===== config.mk =====
export PLATFORM = sky130hd
export DESIGN_NAME = mem_port_arbiter
export DESIGN_NICKNAME = d
export VERILOG_FILES = /design/src/rtl/mem_arb_pkg.sv /design/src/rtl/mem_port_arbiter.sv
export SDC_FILE = /design/constraint.sdc
export NUM_CORES = 1
export LEC_CHECK = 0
export CAP_MARGIN = 0
export CORE_AREA = 4 4 96 98
export CTS_CLUSTER_DIAMETER = 50
export DETAILED_ROUTE_END_ITERATION = 8
export DIE_AREA = 0 0 100 102
export PLACE_DENSITY = 0.7
export SYNTH_ARGS = -nofsm -noshare
export SYNTH_HDL_FRONTEND = slang
export SYNTH_SLANG_ARGS = --single-unit

===== constraint.sdc =====
create_clock -name clk -period 1.7 [get_ports clk]
set_clock_uncertainty 0.2 [all_clocks]
set_input_delay 0.255 -clock clk [delete_from_list [all_inputs] [get_ports clk]]
set_output_delay 0.255 -clock clk [all_outputs]
set_load 0.01 [all_outputs]

===== src/rtl/mem_arb_pkg.sv =====
// Shared definitions for the instruction/data memory port arbiter.
package mem_arb_pkg;

   localparam int unsigned STARVE_MAX_DEF = 3;
   localparam int unsigned CNT_W          = 3;

   typedef enum logic [1:0] {
      OWN_NONE = 2'd0,
      OWN_IF   = 2'd1,
      OWN_DM   = 2'd2
   } owner_e;

endpackage


===== src/rtl/mem_port_arbiter.sv =====
// Arbitrates fetch (IF) and data (DM) ports onto one single-port synchronous RAM,
// DM first by default, with IF taking priority after STARVE_MAX denied cycles.
module mem_port_arbiter
   import mem_arb_pkg::*;
#(
   parameter int unsigned STARVE_MAX = STARVE_MAX_DEF,
   parameter int unsigned AW         = 8
) (
   input  logic          clk,
   input  logic          resetn,
   input  logic          cancel,
   input  logic          if_req,
   input  logic [31:0]   if_addr,
   output logic          if_gnt,
   output logic          if_rvalid,
   output logic [31:0]   if_rdata,
   input  logic          dm_req,
   input  logic [3:0]    dm_wen,
   input  logic [31:0]   dm_addr,
   input  logic [31:0]   dm_wdata,
   output logic          dm_gnt,
   output logic          dm_rvalid,
   output logic [31:0]   dm_rdata,
   output logic [3:0]    ram_wen,
   output logic [AW-1:0] ram_addr,
   output logic [31:0]   ram_wdata,
   input  logic [31:0]   ram_rdata,
   output logic          starved
);

   localparam logic [CNT_W-1:0] STARVE_LIM = CNT_W'(STARVE_MAX);

   logic [CNT_W-1:0] starve_cnt, starve_nxt;
   owner_e           resp_owner, owner_nxt;
   logic [AW-1:0]    last_addr, addr_nxt;
   logic             if_prio;

   // Byte-offset and high address bits never reach the word-addressed RAM.
   logic unused_addr_bits;
   assign unused_addr_bits = ^{if_addr[31:AW+2], if_addr[1:0],
                               dm_addr[31:AW+2], dm_addr[1:0]};

   // State register: owner of next-cycle read data, starvation count, held address.
   always_ff @(posedge clk) begin
      if (!resetn) begin
         resp_owner <= OWN_NONE;
         starve_cnt <= '0;
         last_addr  <= '0;
      end else begin
         resp_owner <= owner_nxt;
         starve_cnt <= starve_nxt;
         last_addr  <= addr_nxt;
      end
   end

   // Grant selection, RAM drive and next-state logic.
   always_comb begin
      if_gnt     = 1'b0;
      dm_gnt     = 1'b0;
      ram_wen    = 4'b0;
      ram_addr   = '0;
      ram_wdata  = 32'b0;
      owner_nxt  = OWN_NONE;
      starve_nxt = starve_cnt;
      addr_nxt   = last_addr;
      if_prio    = (starve_cnt == STARVE_LIM) && if_req && !cancel;

      if (resetn) begin
         if (if_req && !cancel && (if_prio || !dm_req))
            if_gnt = 1'b1;
         else if (dm_req)
            dm_gnt = 1'b1;
      end

      if (if_gnt) begin
         addr_nxt  = if_addr[AW+1:2];
         owner_nxt = OWN_IF;
      end else if (dm_gnt) begin
         addr_nxt = dm_addr[AW+1:2];
         ram_wen  = dm_wen;
         if (dm_wen == 4'b0)
            owner_nxt = OWN_DM;
      end

      if (resetn) begin
         ram_addr  = addr_nxt;
         ram_wdata = dm_wdata;
      end

      // A denied fetch ages toward priority; a grant or flush restarts the count.
      if (cancel || if_gnt)
         starve_nxt = '0;
      else if (if_req && (starve_cnt != STARVE_LIM))
         starve_nxt = starve_cnt + CNT_W'(1);
   end

   // Read data is steered to the port that owned last cycle's read; a flush kills fetch data.
   always_comb begin
      if_rvalid = resetn && (resp_owner == OWN_IF) && !cancel;
      dm_rvalid = resetn && (resp_owner == OWN_DM);
      if_rdata  = if_rvalid ? ram_rdata : 32'b0;
      dm_rdata  = dm_rvalid ? ram_rdata : 32'b0;
      starved   = (starve_cnt == STARVE_LIM);
   end

endmodule


==> flow_metrics.tcl <==
set metrics [dict create \
    finalWorstSetupSlack_ns -0.466 \
    maxSlewHeadroom_pct 75.7 \
    num_vias 2185 \
    die-width_um 100 \
    diodes 0 \
    path_delay_family "buffers and inverters" \
    top_layer "met4" \
    met1_length_um 3480 \
    nNetsFinal 564 \
    end_kind "output pin" \
    yosysSeqAreaShare_pct 18.9 \
    ys_ff_latch 13 \
    syn_area_um2 1380 \
    synthFlopType "dfxtp_1" \
    syn_avg_cell_area_um2 7.81 \
    final_cell_mix "buf_6 (90), clkdlybuf4s50_1 (84), and2_4 (62)" \
    drive_gt1_share_pct 52.8 \
    slew_viol_final 0 \
    violations "setup timing" \
    clkLatencyLatePin_ns 0.24 \
    cts_tree "done" \
    port-buffer-count 201 \
    synth_top_family_by_area "simple AND/OR/NAND/NOR gates" \
    ys_warn_count 0 \
    grt_pass1_wl_um 12300 \
    maxCapViolCount 0 \
    vias_per_cell 4.11 \
    cts_buffers 3 \
    grt_max_degree 34 \
    max_stage_delay_ns 0.33 \
    critical_path_arrival_ns 1.71 \
    clock_path_buffers 2 \
    async_flop_share_pct 0 \
    preCtsSetupSlack_ns -0.861 \
    hold_slack_ns 0.300 \
    dp.final_hpwl_um 5830 \
    path_max_fanout 6 \
    power_mw 1.20 \
    die_h_um 102 \
    hold_path_class "flip-flop to flip-flop" \
    synth_xor_area_share_pct 0.637 \
    path_cells "ha_4, ha_4, buf_4, buf_6, a31oi_4, buf_6, and2_4, buf_6" \
    critPathLaunchType "flip-flop" \
    cts_sinks 13 \
    grt_util_all_layers_pct 15.1 \
    wl_met3_um 669 \
    core_area_um2 8470 \
    gp_congestion 0.748 \
    yosys.area.top_type "and2_1" \
    wl_met2_um 4430 \
    synth-edff-count 0 \
    finalWirelength_um 8670 \
    synthCells 176 \
    drt_iter0_drc 24 \
    htree_levels 1 \
    netlist.area_leader.share_pct 46.0 \
    cpMostUsedCell "buf_6" \
    critPathRequiredTime_ns 1.24 \
    cts_root_buf "clkbuf_8" \
    area_delta_synth_final_pct 227 \
    grt_setup_unrepaired "yes" \
    fp.dieArea_um2 10200 \
    crit_buf_inv 4 \
    p_leak_nw 2.04 \
    finalSetupViolCount 84 \
    yosysUniqueCellTypes 23 \
    syn-num-nets 315 \
    dr.pass1.iters 4 \
    synth_area_leaders "and2_1 (46%), dfxtp_1 (19%), a211oi_2 (7.3%), mux2i_1 (6.6%), buf_6 (4.1%)" \
    synth_mux_area_share_pct 6.55 \
    grt_antenna_before_repair 0 \
    rows 34 \
    fin_setup_tns_ns -20.15 \
    grt_pass1_vias 2370 \
    max_freq_ghz 0.462 \
    clk_pin_slew_ns 0.06 \
    tightest_slew_ns 0.362 \
    top_level_ports 250 \
    grt_overflow_total 0 \
    synth_compound_area_share_pct 8.83 \
    fin_crit_ns 2.17 \
    drc_errors 0 \
    power-per-cell-area_nw_per_um2 266 \
    fin_crit_sh_pct 127 \
    vdd_ir_drop_max_mv 0.426 \
    outcome "finished, violations left" \
    ant_nets 0 \
    synth_fa_ha_area_share_pct 1.82 \
    hold_viol 0 \
    yosys.area_share.simple_pct 55.4 \
    post_drt_wl_per_cell_um 16.3 \
    start_util_pct 16.2 \
    r2r_slack_ns -0.04 \
    path_class "flip-flop to output pin" \
    cp_slowest_cell "dfxtp_2" \
    final_common_cell "buf_6" \
]
[report_power, final]
part	leakage (nW)	internal, mW	switching (mW)	total [mW]
combinational	1.91	0.376	0.213	0.589
sequential	0.109	0.323	0.00609	0.329
clock	0.0228	0.165	0.112	0.277
[synth_stat cells (all sizes together), types with 2 or more instances]
cell / number
dfxtp: 13
inv: 4
ha: 2
nor3: 8
nor2: 5
clkbuf: 7
mux2i: 9
a211oi: 9
nor2b: 2
and2: 101
buf: 7
[path summary, 6_finish.rpt]
check	endpoint	startpoint	cells after the start
setup / recovery	ram_wen[1]	starve_cnt[1]	8
hold / removal	starve_cnt[2]	starve_cnt[2]	2
setup reg to reg	starve_cnt[2]	starve_cnt[1]	8
hold reg to reg	starve_cnt[2]	starve_cnt[2]	2
[layer usage]
| metal | GRT usage [%] | vias to the layer above |
|---|---|---|
| met5 | 0 | - |
| li1 | - | 1058 |
| met4 | 2.69 | 0 |
| met3 | 2.87 | 4 |
| met2 | 28.6 | 112 |
| met1 | 17.7 | 1011 |
[cell families after synthesis]
kind of cell             count (synthesis)
AND/OR/NAND/NOR                        122
buffers and inverters                   18
flip-flops                              13
AO/OA/AOI/OAI                           11
multiplexers                             9
adder cells (fa/ha/maj)                  2
XOR/XNOR                                 1
[sequential cells by signal, indices dropped and copies added (netlist names)]
| register | cells |
|---|---|
| resp_owner | 2 |
| starve_cnt | 3 |
| last_addr | 8 |
[worst min-delay path, stage by stage (launching register included)]
cell and delay (ns):
dfxtp_1 0.31, nor2_1 0.09, a211oi_1 0.05
[timing repair]
action                                  in CTS  in global routing
buffers inserted                            23                 14
pin swaps                                   37                 27
cloned                                       8                  2
endpoints found under the setup margin     113                108
gates resized for setup                    399                176
hold endpoints to repair                     0                  0
hold buffers                                 0                  0
[final cells by class]
cell class              instances  area [um^2]
well taps                     108          135
flip-flops and latches         13          265
repair buffers                258         2750
fillers                       743         3980
multi-input cells             145         1280
inverters                       4         15.0
clock buffers                   4         45.0
[through the flow]
step                      utilization [%]  instances  area (um^2)
final                                53.0        532         4490
after detailed placement             43.5        490         3680
after global routing                 53.0        532         4490
after global placement               43.5        490         3680
after CTS                            48.0        525         4070
after floorplan                         -        176         1470
Power figures use the tool's default switching activity.
